===== src/rtl/playfield_vram_arbiter.sv =====
// Playfield tile RAM arbiter: display scan reads, buffered game writes, field clear.
// Ports: clk/reset_n, SVGA row/col/blank in, wr_* game write handshake, clear_req/clear_busy,
//        ram_* single-port synchronous RAM bus, pix_valid/pix_color to the colour mux.
module playfield_vram_arbiter #(
    parameter int           FIFO_DEPTH = 4,
    parameter int           FIELD_ROW0 = 50,
    parameter int           FIELD_COL0 = 300,
    parameter int           TILE_H     = 25,
    parameter int           TILE_W     = 20,
    parameter int           FIELD_ROWS = 20,
    parameter int           FIELD_COLS = 10,
    parameter logic [2:0]   EMPTY_CODE = 3'd7
) (
    input  logic        clk,
    input  logic        reset_n,
    input  logic [9:0]  row,
    input  logic [9:0]  col,
    input  logic        blank,
    input  logic        wr_valid,
    output logic        wr_ready,
    input  logic [3:0]  wr_x,
    input  logic [4:0]  wr_y,
    input  logic [2:0]  wr_color,
    output logic        wr_err,
    input  logic        clear_req,
    output logic        clear_busy,
    output logic [7:0]  ram_addr,
    output logic        ram_we,
    output logic [2:0]  ram_wdata,
    input  logic [2:0]  ram_rdata,
    output logic        pix_valid,
    output logic [2:0]  pix_color
);

    localparam int AW      = $clog2(FIFO_DEPTH);
    localparam int ROW_END = FIELD_ROW0 + FIELD_ROWS * TILE_H;
    localparam int COL_END = FIELD_COL0 + FIELD_COLS * TILE_W;
    localparam int CELLS   = FIELD_ROWS * FIELD_COLS;

    typedef enum logic [1:0] {
        IDLE,
        CLEAR_PEND,
        CLEAR
    } state_t;

    state_t        state;
    logic [7:0]    clear_addr;
    logic [7:0]    fifo_addr [FIFO_DEPTH];
    logic [2:0]    fifo_data [FIFO_DEPTH];
    logic [AW-1:0] wptr;
    logic [AW-1:0] rptr;
    logic [AW:0]   count;
    logic          rd1;
    logic          rd2;

    logic          in_field;
    logic [9:0]    dr;
    logic [9:0]    dc;
    logic [4:0]    ty;
    logic [3:0]    tx;
    logic [7:0]    disp_idx;
    logic [7:0]    wr_idx;
    logic          wr_ok;
    logic          fifo_full;
    logic          accept;
    logic          push;
    logic          do_rd;
    logic          do_clr;
    logic          do_pop;

    assign in_field = (row >= 10'(FIELD_ROW0)) && (row < 10'(ROW_END))
                   && (col >= 10'(FIELD_COL0)) && (col < 10'(COL_END))
                   && !blank;

    assign dr = row - 10'(FIELD_ROW0);
    assign dc = col - 10'(FIELD_COL0);

    // Division by the tile size as a chain of constant compares.
    always_comb begin
        ty = '0;
        for (int i = 1; i < FIELD_ROWS; i++)
            if (dr >= 10'(i * TILE_H)) ty = 5'(i);
    end

    always_comb begin
        tx = '0;
        for (int i = 1; i < FIELD_COLS; i++)
            if (dc >= 10'(i * TILE_W)) tx = 4'(i);
    end

    assign disp_idx = 8'(ty) * 8'(FIELD_COLS) + 8'(tx);
    assign wr_idx   = 8'(wr_y) * 8'(FIELD_COLS) + 8'(wr_x);
    assign wr_ok    = (wr_x < 4'(FIELD_COLS)) && (wr_y < 5'(FIELD_ROWS));

    assign clear_busy = (state != IDLE);
    assign fifo_full  = (count == (AW+1)'(FIFO_DEPTH));
    assign wr_ready   = !fifo_full && !clear_busy;
    assign accept     = wr_valid && wr_ready;
    assign push       = accept && wr_ok;

    // Slot owner: display, then clear, then FIFO drain (allowed in CLEAR_PEND).
    assign do_rd  = in_field;
    assign do_clr = !do_rd && (state == CLEAR);
    assign do_pop = !do_rd && (state != CLEAR) && (count != '0);

    always_ff @(posedge clk or negedge reset_n) begin
        if (!reset_n) begin
            state      <= IDLE;
            clear_addr <= '0;
            wptr       <= '0;
            rptr       <= '0;
            count      <= '0;
            ram_addr   <= '0;
            ram_we     <= 1'b0;
            ram_wdata  <= '0;
            rd1        <= 1'b0;
            rd2        <= 1'b0;
            pix_valid  <= 1'b0;
            pix_color  <= EMPTY_CODE;
            wr_err     <= 1'b0;
            for (int i = 0; i < FIFO_DEPTH; i++) begin
                fifo_addr[i] <= '0;
                fifo_data[i] <= '0;
            end
        end else begin
            unique case (1'b1)
                do_rd: begin
                    ram_addr <= disp_idx;
                    ram_we   <= 1'b0;
                end
                do_clr: begin
                    ram_addr  <= clear_addr;
                    ram_we    <= 1'b1;
                    ram_wdata <= EMPTY_CODE;
                end
                do_pop: begin
                    ram_addr  <= fifo_addr[rptr];
                    ram_we    <= 1'b1;
                    ram_wdata <= fifo_data[rptr];
                end
                default: ram_we <= 1'b0;
            endcase

            if (push) begin
                fifo_addr[wptr] <= wr_idx;
                fifo_data[wptr] <= wr_color;
                wptr            <= wptr + 1'b1;
            end
            if (do_pop) rptr <= rptr + 1'b1;
            count <= count + (AW+1)'(push) - (AW+1)'(do_pop);

            wr_err <= accept && !wr_ok;

            // Read tag follows the slot until RAM data is valid.
            rd1       <= do_rd;
            rd2       <= rd1;
            pix_valid <= rd2;
            pix_color <= rd2 ? ram_rdata : EMPTY_CODE;

            unique case (state)
                IDLE: begin
                    if (clear_req) state <= CLEAR_PEND;
                end
                CLEAR_PEND: begin
                    if (count == '0) begin
                        state      <= CLEAR;
                        clear_addr <= '0;
                    end
                end
                CLEAR: begin
                    if (do_clr) begin
                        if (clear_addr == 8'(CELLS - 1)) begin
                            state      <= IDLE;
                            clear_addr <= '0;
                        end else begin
                            clear_addr <= clear_addr + 8'd1;
                        end
                    end
                end
                default: state <= IDLE;
            endcase
        end
    end

endmodule

===== config.mk =====
export PLATFORM = sky130hd
export DESIGN_NAME = playfield_vram_arbiter
export DESIGN_NICKNAME = d
export VERILOG_FILES = /design/src/rtl/playfield_vram_arbiter.sv
export SDC_FILE = /design/constraint.sdc
export NUM_CORES = 1
export LEC_CHECK = 0
export ABC_AREA = 1
export BUFFER_PORTS_ARGS = -buffer_cell sky130_fd_sc_hd__buf_2
export CORE_MARGIN = 2
export CORE_UTILIZATION = 59
export DETAILED_ROUTE_END_ITERATION = 16
export PLACE_DENSITY = 0.87
export SYNTH_ARGS = -nofsm -noshare
export SYNTH_HDL_FRONTEND = slang
export SYNTH_SLANG_ARGS = --single-unit
export TNS_END_PERCENT = 20

===== constraint.sdc =====
create_clock -name clk -period 3.4 [get_ports clk]
set_clock_uncertainty 0.2 [all_clocks]
set_input_delay 0.68 -clock clk [delete_from_list [all_inputs] [get_ports clk]]
set_output_delay 0.68 -clock clk [all_outputs]
set_load 0.02 [all_outputs]

==> summary.md <==
| Metric | Value |
|---|---|
| Worst path required time | 3460 ps |
| Sequential share of the synthesized area | between 30% and 40% |
| RSZ-0062 raised after global routing | true |
| Row count | 35 |
| Final Util | about 78% |
| R2R depth | 13 |
| Post-synth cell types | 47 |
| Vias/cell | approximately 5.7 |
| DP Cell Count | about 1,000 |
| Post-synthesis net count | 831 |
| Initial DRC Count | about 350 |
| Cell family with most CP delay | simple AND/OR/NAND/NOR gates |
| Fin cells | ~1,000 |
| Period utilisation layout | 126% |
| Hold EP | rd2 |
| # H-tree levels | 3 |
| Area growth, synth to finish | 28.9% |
| CP Class | input port to flip-flop |
| Number of placed I/O pins | between 50 and 60 |
| Most common cell on crit path | nand2_1 |
| CP startpoint kind | input port |
| Hold Path Origin | rd1 |
| Largest net degree at the start of global routing | 81 |
| Vias in the first global route | just under 6,000 |
| RD Place Congestion | 0.961 |
| Routed len/inst | between 15 and 20 µm |
| Synth Area per Inst | 7.37 µm² |
| Nets@finish | 987 |
| Min cycle time layout | ~4300 ps |
| Mapped Area | approximately 0.0055 mm² |
| Sequential share of power | ~35% |
| Mapped Cells | 752 |
| WP buf/inv | 3 |
| YS warnings | 0 |
| Status | complete, but fails checks |
| Share of the synthesized area in the top cell type | a little over a third |
| Max-slew violation count | 0 |
| Setup ws final | -874 ps |
| Final hold viol count | 0 |
| Setup WS pre-CTS | -1420 ps |
| Clk slew on worst S/H paths | around 100 ps |
| GRT Util Overall | 32.8% |
| DR DRC count | 0 |
| CTS root buf | clkbuf_8 |
| Clk Latency, worst-skew pair | roughly 360 ps |
| Highest clock rate | 234 MHz |
| Remaining global-route overflow | 0 |
| CTS tree | done |
| Number of synthesized register bits | 80 |
| CTS max path bufs | 2 |
| CTS Hold Buffers Added | 0 |
| Slew @ Worst Pin | just under 1000 ps |
| Psw | between 2 and 2.5 mW |
| Final hold slack | 177 ps |
| Starting density of the core | about three fifths |
| Hold Path Stages | 0 |
| Detail Placement HPWL | 11,900 µm |
| Reg-to-reg startpoint | state[1] |
| Inserted Diodes | 0 |
| Peak VDD IR | 0.331 mV |
| Cell-internal power | roughly 2.5 mW |
| Commonest non-fill, non-tap cell in the layout | nand2_1 |
| Switch share | between 40% and 50% |
| Comb power frac | 50.5% |
| R2r endpoint | count[1] |
| Height of the die | a little over 100 µm |
| Clk pwr share | approximately 15% |
| Port bufs | between 50 and 60 |
| Commonest non-fill, non-tap cells in the layout | 178 x nand2_1, 101 x buf_4, 87 x inv_1 |
| Min-delay worst type | flip-flop to flip-flop |
| Die Area | ~0.010 mm² |
| Area of the multi-input gates | 0.00334 mm² |
| Clk sinks | 80 |
| Synth area leader | dfrtp_1 |
| Crit path DAT | 4330 ps |
| Top cells by area, synth | dfrtp_1 35%, nand2_1 13%, o21ai_0 7.9%, ha_1 7.7%, inv_1 6.2% |
| Total of max-cap violations | 0 |
| Leak | ~3.6 nW |
| Final WL | roughly 16,000 µm |
| DR pass1 iterations | 7 |
| Max Fanout on Critical Path | 6 |
| Setup-failing EPs final | 6 |
| CP max stage delay | 440 ps |
| Fill cells | roughly 600 |
| Slew margin rel. | about a third |
| Worst R2R Setup Slack | roughly 700 ps |
| Critical Path Sink Type | flip-flop |
| TritonCTS Buffers | 9 |
| Crit-path slowest cell | fa_2 |
| Die Wd | 101 µm |
| Vias | roughly 5,800 |
| First-pass GRT wire length | around 27,000 µm |
| PwrDens | 641 mW/mm² |
| Final ANT Viol Nets | 0 |
| Share of cells above drive strength 1 | ~30% |
| Antenna violations before repair | 0 |
| Failing checks | setup timing |
| Sequential Area | between 0.002 and 0.0025 mm² |
| CORE AREA | roughly 0.009 mm² |
## per-layer routing
metal | global-route usage (%) | up-vias | share of wire (%)
li1 | - | 2754 | -
met1 | 38.9 | 2801 | 40
met2 | 59.3 | 239 | 52
met3 | 4.51 | 45 | 5.1
met4 | 14.1 | 0 | 3.1
met5 | 0 | - | 0
## per-stage QoR
stage          power, mW  cell area [µm²]  TNS, ps
2_1_floorplan       2.96             5610    -2640
4_1_cts             4.51             7090    -3260
6_report            4.58             7140    -3720
3_3_place_gp        3.59             6710    -6690
5_1_grt             4.90             7140    -5840
3_5_place_dp        3.73             6710    -7530
## worst max-delay path by stage
| stage | start | endpoint | slack [ps] | cells past startpoint |
|---|---|---|---|---|
| floorplan | row[2] | ram_addr[7] | -840 | 36 |
| global placement | row[2] | ram_addr[7] | -1300 | 38 |
| detailed placement | row[2] | ram_addr[7] | -1420 | 38 |
| CTS | row[1] | ram_addr[7] | -830 | 37 |
| global route | row[1] | ram_addr[7] | -1250 | 37 |
| finish | row[1] | ram_addr[7] | -870 | 37 |
## flip-flops by register name (all words and copies together), names as in the netlist
name and flops:
clear_addr 8, ram_we 1, ram_wdata 3, state 2, ram_addr 8, wr_err 1, fifo_data 12, count 3
rptr 2, fifo_addr 32, pix_color 3, pix_valid 1, rd2 1, rd1 1, wptr 2
## layout make-up
type	instances	area share, %
repair buffers	158	14.8
well taps	111	1.94
inverters	104	5.71
multi-input cells	555	46.8
clock buffers	10	1.93
clock inverters	6	0.736
flip-flops and latches	80	28.1
## power groups by stage
stage / Sequential, mW / Combinational, mW / Clock [mW]
after detailed placement: 1.58 / 2.14 / 0
after floorplan: 1.61 / 1.35 / 0
after CTS: 1.57 / 2.25 / 0.685
after global placement: 1.56 / 2.03 / 0
final: 1.58 / 2.31 / 0.684
after global routing: 1.62 / 2.55 / 0.732
## repair_timing
action                     CTS  global route
pin swaps                   26             6
resized for setup           40            13
cloned                       0             0
setup endpoints to repair    6             9
setup buffers                3             1
hold endpoints to repair     0             0
## synth_stat cells (all sizes together)
cell type / instances
o211ai: 1
o221ai: 3
o41ai: 1
a211o: 1
xor2: 16
a221oi: 3
ha: 34
clkbuf: 11
inv: 104
o22ai: 3
a211oi: 1
fa: 5
a41oi: 3
a31oi: 8
nor2: 85
a31o: 1
o31ai: 2
a21boi: 2
nor3b: 2
o21ai: 90
nand4: 2
xnor2: 6
o311ai: 1
buf: 2
nand2: 202
nor4: 5
a21oi: 36
o32ai: 1
nor3: 13
dfstp: 3
and2: 1
or2: 2
a311oi: 1
dfrtp: 77
a32o: 1
nand3: 23
## cell families (layout without fill, tap and decap cells)
logic type      count (synthesis)  in the layout  share of synthesized area (%)
compound gates                159            159                           16.2
xor+xnor                       22             22                           3.48
fa+ha+maj                      39             39                           9.48
buf+inv                       117            278                           7.97
flops                          80             80                           36.2
simple gates                  335            335                           26.7
(Power assumes the default switching activity.)
